File: src/rtl/ls_pkg.sv
// Shared definitions for the LS-series shift-register models.
// Stage index 0 is QA (serial input end), index LS165_STAGES-1 is QH.
package ls_pkg;

  localparam int unsigned LS165_STAGES = 8;

  // Positions of the device pins inside the packed synchroniser vector.
  localparam int unsigned LS165_PIN_PAR_LO = 0;  // _A.._H occupy 0..7
  localparam int unsigned LS165_PIN_SH_LD  = 8;
  localparam int unsigned LS165_PIN_CLK    = 9;
  localparam int unsigned LS165_PIN_INH    = 10;
  localparam int unsigned LS165_PIN_SER    = 11;
  localparam int unsigned LS165_NUM_PINS   = 12;

  typedef logic [LS165_STAGES-1:0] ls_stage_t;

  // Register action selected for one system cycle.
  typedef enum logic [1:0] {
    LS_OP_HOLD  = 2'd0,
    LS_OP_LOAD  = 2'd1,
    LS_OP_SHIFT = 2'd2
  } ls_op_t;

  // Move every stage one place towards QH and bring ser into QA.
  function automatic ls_stage_t ls_shift_up(input ls_stage_t s, input logic ser);
    return {s[LS165_STAGES-2:0], ser};
  endfunction

endpackage

File: src/rtl/ls_pin_sync.sv
// Per-pin synchroniser into the system clock domain.
// SYNC_STAGES = 0 passes the pin straight through; RST_VAL is the
// value every flop takes while RST is high.
module ls_pin_sync #(
  parameter int unsigned SYNC_STAGES = 2,
  parameter logic        RST_VAL     = 1'b0
) (
  input  logic CLK,
  input  logic RST,
  input  logic i_d,
  output logic o_q
);

  generate
    if (SYNC_STAGES == 0) begin : g_bypass
      logic w_unused_bypass;
      assign w_unused_bypass = CLK & RST;
      assign o_q             = i_d;
    end else begin : g_sync
      logic [SYNC_STAGES-1:0] r_sync;

      // Shift chain: pin enters flop 0, output taken from the last flop.
      always_ff @(posedge CLK or posedge RST) begin
        if (RST) begin
          r_sync <= {SYNC_STAGES{RST_VAL}};
        end else begin
          r_sync[0] <= i_d;
          for (int unsigned k = 1; k < SYNC_STAGES; k++) begin
            r_sync[k] <= r_sync[k-1];
          end
        end
      end

      assign o_q = r_sync[SYNC_STAGES-1];
    end
  endgenerate

endmodule

File: src/rtl/ls165_pisos.sv
// SN74LS165 8-bit parallel-load / serial-out shift register, cycle model.
// Device pins are synchronised to CLK; the shift clock is (CLK pin OR
// CLK INH pin) and shifts on its rising edge as seen at the system clock.
// Load (_SH_LD low) is level-sensitive and overrides shifting.
module ls165_pisos
  import ls_pkg::*;
#(
  parameter int unsigned SYNC_STAGES = 2  // legal 0..3
) (
  input  logic CLK,
  input  logic RST,
  input  logic _SH_LD,
  input  logic _CLK,
  input  logic _CLK_INH,
  input  logic _SER,
  input  logic _A,
  input  logic _B,
  input  logic _C,
  input  logic _D,
  input  logic _E,
  input  logic _F,
  input  logic _G,
  input  logic _H,
  output logic _QH,
  output logic _QH_N
);

  logic [LS165_NUM_PINS-1:0] w_pin_raw;
  logic [LS165_NUM_PINS-1:0] w_pin_s;
  ls_stage_t                 w_par;
  logic                      w_sld;
  logic                      w_clk_s;
  logic                      w_inh_s;
  logic                      w_ser;
  logic                      w_gclk;
  logic                      w_rise;
  ls_op_t                    w_op;
  ls_stage_t                 w_stages_nxt;
  logic                      r_gclk_prev;
  ls_stage_t                 r_stages;

  assign w_pin_raw = {_SER, _CLK_INH, _CLK, _SH_LD, _H, _G, _F, _E, _D, _C, _B, _A};

  // The inhibit synchroniser resets high so the gated clock is already
  // high at reset release and no edge can be fabricated from reset.
  generate
    for (genvar gi = 0; gi < LS165_NUM_PINS; gi++) begin : g_pin
      ls_pin_sync #(
        .SYNC_STAGES (SYNC_STAGES),
        .RST_VAL     ((gi == LS165_PIN_INH) ? 1'b1 : 1'b0)
      ) u_sync (
        .CLK (CLK),
        .RST (RST),
        .i_d (w_pin_raw[gi]),
        .o_q (w_pin_s[gi])
      );
    end
  endgenerate

  assign w_par   = w_pin_s[LS165_PIN_PAR_LO +: LS165_STAGES];
  assign w_sld   = w_pin_s[LS165_PIN_SH_LD];
  assign w_clk_s = w_pin_s[LS165_PIN_CLK];
  assign w_inh_s = w_pin_s[LS165_PIN_INH];
  assign w_ser   = w_pin_s[LS165_PIN_SER];

  assign w_gclk = w_clk_s | w_inh_s;
  assign w_rise = w_gclk & ~r_gclk_prev;

  // Gated-clock history; resets high so the first cycle cannot see a rise.
  always_ff @(posedge CLK or posedge RST) begin
    if (RST) begin
      r_gclk_prev <= 1'b1;
    end else begin
      r_gclk_prev <= w_gclk;
    end
  end

  // Select the action: load beats shift, shift needs a gated-clock rise.
  always_comb begin
    w_op = LS_OP_HOLD;
    if (!w_sld) begin
      w_op = LS_OP_LOAD;
    end else if (w_rise) begin
      w_op = LS_OP_SHIFT;
    end
  end

  // Next register contents for the selected action.
  always_comb begin
    w_stages_nxt = r_stages;
    unique case (w_op)
      LS_OP_LOAD:  w_stages_nxt = w_par;
      LS_OP_SHIFT: w_stages_nxt = ls_shift_up(r_stages, w_ser);
      default:     w_stages_nxt = r_stages;
    endcase
  end

  // The eight register stages.
  always_ff @(posedge CLK or posedge RST) begin
    if (RST) begin
      r_stages <= '0;
    end else begin
      r_stages <= w_stages_nxt;
    end
  end

  assign _QH   = r_stages[LS165_STAGES-1];
  assign _QH_N = ~r_stages[LS165_STAGES-1];

endmodule

File: config.mk
export PLATFORM = sky130hd
export DESIGN_NAME = ls165_pisos
export DESIGN_NICKNAME = d
export VERILOG_FILES = /design/src/rtl/ls_pkg.sv /design/src/rtl/ls_pin_sync.sv /design/src/rtl/ls165_pisos.sv
export SDC_FILE = /design/constraint.sdc
export NUM_CORES = 1
export LEC_CHECK = 0
export CAP_MARGIN = 40
export CORE_AREA = 2 2 54 56
export DETAILED_ROUTE_END_ITERATION = 7
export DIE_AREA = 0 0 56 58
export SLEW_MARGIN = 20
export SYNTH_ARGS = -nofsm -noshare
export SYNTH_HDL_FRONTEND = slang
export SYNTH_SLANG_ARGS = --single-unit
File: constraint.sdc
create_clock -name CLK -period 1.1 [get_ports CLK]
set_input_delay 0.33 -clock CLK [delete_from_list [all_inputs] [get_ports CLK]]
set_output_delay 0.33 -clock CLK [all_outputs]
set_load 0.1 [all_outputs]
* After elaboration in Yosys (flattened, before gate mapping)
Index checks and enable logic that the tools add are counted.
** Word-level totals
- Register bits after elaboration :: 33
- Input bits :: 14
- Output and inout port bits :: 2
** Cells by class
- Eq/ne operators :: 2
- Muxes and demuxes :: 3
- Bitwise operators :: 4
- Reduce and logical (&&, ||, !) cells :: 1
** Operator list (number)
- one-hot mux 8 bit (2 select lines) :: 1
- two-way mux 2 bit :: 2
- equality test 2 x 1 -> 1 bit (second input constant) :: 1
- equality test 2 bit (second input constant) :: 1
- inverter 1 bit :: 2
- nonzero test 2 bit :: 1
- AND 1 bit :: 1
- bitwise OR 1 bit :: 1

* Depth between registers and ports, before layout
- Depth after elaboration :: 6
- Depth in mapped cells :: 4

* Cells and area by module
From an unflattened synthesis, not the netlist that was laid out.
** Second synthesis, totals
- Cells, all modules :: 85
- Area, all modules :: 1067.3 sq um
** By module, submodules not included
- ls_pin_sync (g_pin[0].u_sync ...) :: instances 11, cells each 3, area each 53.8 sq um
- ls165_pisos :: instances 1, cells each 49, area each 419.2 sq um
- ls_pin_sync (g_pin[10].u_sync) :: instances 1, cells each 3, area each 56.3 sq um

* Least setup slack after synthesis
No wires, ideal clock.
- Kind :: register to output
- Start point :: reg r_stages[7]
- End point :: out _QH_N
- Arrival :: 1582 ps
- Setup slack :: -812 ps
- Cell stages (with the launch flop) :: 2
- Cell sequence :: dfrtp_1 > inv_1
** On the way
- Longest elaborated chain between the ends :: 1
** RTL lines
- start, declared :: RTL line ls165_pisos.sv:40 : ls_stage_t r_stages;
- start signal, assigned :: RTL line ls165_pisos.sv:103 : r_stages <= w_stages_nxt;
- inverter 1 bit :: RTL line ls165_pisos.sv:108 : assign _QH_N = ~r_stages[LS165_STAGES-1];
- end, declared :: RTL line ls165_pisos.sv:25 : output logic _QH_N
No other way between the ends.

* Final worst setup path
Ends and elaborated chain as after synthesis.

==> summary.txt <==
Clock network
  – # H-tree levels: 2
  – TritonCTS clock tree: built
  – Number of sinks on the clock net: 33
  – Clk root buf: sky130_fd_sc_hd__clkbuf_4
  – CTS Buf Count: 5
  – Buffers from clock root to sink, at most: 2
  – Insertion delay of the later-clocked pin in the worst-skew pair: 320 ps
  – Clock-pin slew on the worst setup and hold paths: 100 ps
  – CTS Hold Buffers Added: 0

Floorplanning
  – Y dimension of the die: 58 um
  – Full die area: 3248 um^2
  – Starting density of the core: 38.39%
  – Top-level port count: 16
  – Die width: 56 um
  – Floorplan Core Area: 2663 um^2
  – Row count: 19

Worst setup path
  – Kind of start point of the critical path: flop
  – Required time at the worst-slack endpoint: 770 ps
  – Maximum fanout count along the critical path: 3
  – RR Startpoint: g_pin[10].u_sync.g_sync.r_sync[1]$_DFF_PP1_
  – Reg-to-reg slack, setup: 30 ps
  – Critical R2R Capture: r_stages[5]$_DFFE_PP0P_
  – Kind of critical path: flop to output port
  – Data arrival at the endpoint of the critical path: 1100 ps
  – Element type at the critical path end: output port
  – Number of cells on the worst reg-to-reg path: 3

Finish
  – Post-synthesis to final-layout area growth: 32.93%
  – Final Core Density: 51.03%
  – ANT cells: 0
  – Leading cell type in the layout, fill and taps excluded: sky130_fd_sc_hd__dfrtp_1
  – Post-Layout Cell Count: 128
  – Total Nets Final: 110
  – Post-route standard cell area excluding fillers: 1359 um^2
  – Share of layout cells above drive strength 1: 24.74%
  – Most frequent cells in the layout: sky130_fd_sc_hd__dfrtp_1, sky130_fd_sc_hd__nand2_1, sky130_fd_sc_hd__clkdlybuf4s50_1

Pwr
  – Power per cell area: 1713 nW/um^2
  – Leakage power total: 0.5966 nW
  – Worst vdd rail ir drop: 1.253 mV

Global routing
  – Wire length of the first global-routing pass: 2359 um
  – Global-route met3 utilization: 4.688%
  – Antenna violations before repair: 0
  – Most Used Layer, Global Route: met2
  – M2 GR Usage: 14.96%
  – Grt ovf: 0
  – Global Route Usage Sum: 10.34%
  – Number of global-route vias before repair: 545
  – Met1 usage in global routing: 11.51%
  – Maximum number of pins on one net before global-route repair: 26

Status
  – Violated checks: setup timing
  – Run status: complete, but fails checks

Placement
  – Placed cell area: 1256 um^2
  – Post-placement setup slack: -90.10 ps
  – Number of cells in the design after placement: 119
  – Global placement routability congestion: 0.7689
  – Number of buffer cells added on primary ports: 15

Detailed routing
  – Drt wl/cell: 10.63 um
  – Post-detailed-route count of antenna-violating nets: 0
  – Residual DRC count: 0
  – Detail-routed via count per cell: 4.461
  – DR pass1 iterations: 2
  – Sum of routed wire length over all layers: 1361 um
  – Via count: 571
  – Initial DRC count: 8

STA
  – Final setup margin: -326.8 ps
  – Worst slew slack as a fraction of its limit: 85.46%
  – Number of pins exceeding their max-slew limit in the final report: 0
  – Hold Fails Final Rpt: 0
  – Clock period minus final worst setup slack: 1427 ps
  – Maximum clock frequency: 700.9 MHz
  – Clk_skew: 9.272 ps
  – Worst-Margin Slew: 217.5 ps
  – Finish-stage setup viols: 2
  – Unrepaired setup endpoints after global routing: true
  – Share of the clock period used by the worst path after layout: 129.7%
  – Sum of negative setup slack: -573.5 ps

Yosys
  – Synthesized flop and latch total: 33
  – Total nets after synthesis: 87
  – Fraction of the yosys area taken by sequential cells: 81.15%
  – Yosys top cell by area: sky130_fd_sc_hd__dfrtp_1
  – Synthesized area divided by synthesized cell count: 14.00 um^2
  – Leading post-synthesis cells by cell area: sky130_fd_sc_hd__dfrtp_1, sky130_fd_sc_hd__dfstp_2, sky130_fd_sc_hd__nand2_1
  – Post-synthesis cell count: 73
  – Fraction of synthesized cell area taken by the top area cell type: 73.44%
  – Unique masters post-synth: 11
  – Post-synthesis instance area: 1022 um^2
  – Yosys warning total: 0

Min path
  – Hold crit path type: primary input to asynchronous set/reset pin

Run
  – Max-Cap Viols: 0
-- flip-flops by register name, summed over array words and instances (netlist names) --
name	flops
r_stages	8
g_pin.u_sync.g_sync.r_sync	24
r_gclk_prev	1
-- cells in the mapped netlist --
cell type,number
sky130_fd_sc_hd__a31oi_1,8
sky130_fd_sc_hd__buf_2,2
sky130_fd_sc_hd__buf_4,1
sky130_fd_sc_hd__dfrtp_1,30
sky130_fd_sc_hd__dfstp_2,3
sky130_fd_sc_hd__inv_1,2
sky130_fd_sc_hd__nand2_1,16
sky130_fd_sc_hd__nor2_1,8
sky130_fd_sc_hd__o21ba_1,1
sky130_fd_sc_hd__o21bai_2,1
sky130_fd_sc_hd__or2_1,1
-- area by class of cell --
class                           instances  area [um^2]
Fill cell                             231         1304
Sequential cell                        33        833.3
Timing Repair Buffer                   19        216.5
Multi-Input combinational cell         35        188.9
Clock buffer                            7        65.06
Tap cell                               31        38.79
Inverter                                2        11.26
Clock inverter                          1        5.005
-- metal layers --
layer	wire length (um)	share of wire, %
met1	571	42
met2	666	49
met3	69	5.1
met5	0	0
met4	54	4.0
-- logic make-up (layout without fill, tap and decap cells) --
family                 count (synthesis)  after routing  synth area share (%)
DFF                                   33             33                 81.15
and+or+nand+nor                       25             25                 9.425
AOI/OAI and AO/OA                     10             10                 6.977
buffers and inverters                  5             29                 2.449
-- per-stage QoR --
| step | power (mW) | hold slack [ps] |
|---|---|---|
| floorplan | 1.485 | 331.2 |
| global placement | 1.593 | 331.5 |
| detailed placement | 1.600 | 334.7 |
| CTS | 2.355 | 332.5 |
| global route | 2.439 | 341.4 |
| finish | 2.328 | 341.9 |
-- how the worst max path moves through the flow --
| stage | startpoint | to | slack (ps) | cells past startpoint |
|---|---|---|---|---|
| 6_report | r_stages[7]$_DFFE_PP0P_ | _QH_N | -330 | 2 |
| 5_1_grt | r_stages[7]$_DFFE_PP0P_ | _QH_N | -380 | 2 |
| 3_5_place_dp | g_pin[10].u_sync.g_sync.r_sync[1]$_DFF_PP1_ | r_stages[5]$_DFFE_PP0P_ | -90 | 3 |
| 4_1_cts | r_stages[7]$_DFFE_PP0P_ | _QH_N | -350 | 2 |
| 3_3_place_gp | g_pin[10].u_sync.g_sync.r_sync[1]$_DFF_PP1_ | r_stages[6]$_DFFE_PP0P_ | -40 | 3 |
| 2_1_floorplan | r_stages[7]$_DFFE_PP0P_ | _QH_N | -350 | 1 |
-- worst max-delay path, stage by stage (launching register included) --
cell                         delay (ps)
sky130_fd_sc_hd__dfrtp_4            520
sky130_fd_sc_hd__clkinvlp_4          90
sky130_fd_sc_hd__buf_12             160
-- what timing repair did --
item	CTS	global route
gates resized for setup	3	4
setup buffers	1	0
setup endpoints to repair	10	8
pin swaps	1	9
-- power breakdown --
| part | switching, mW | total (mW) | leakage, nW | internal, mW |
|---|---|---|---|---|
| combinational | 0.133 | 0.252 | 0.178 | 0.119 |
| clock | 0.370 | 0.741 | 0.0413 | 0.370 |
| sequential | 0.0395 | 1.34 | 0.378 | 1.30 |
| total | 0.543 | 2.33 | 0.597 | 1.79 |
Note: power is estimated with default switching activity, not from simulation.
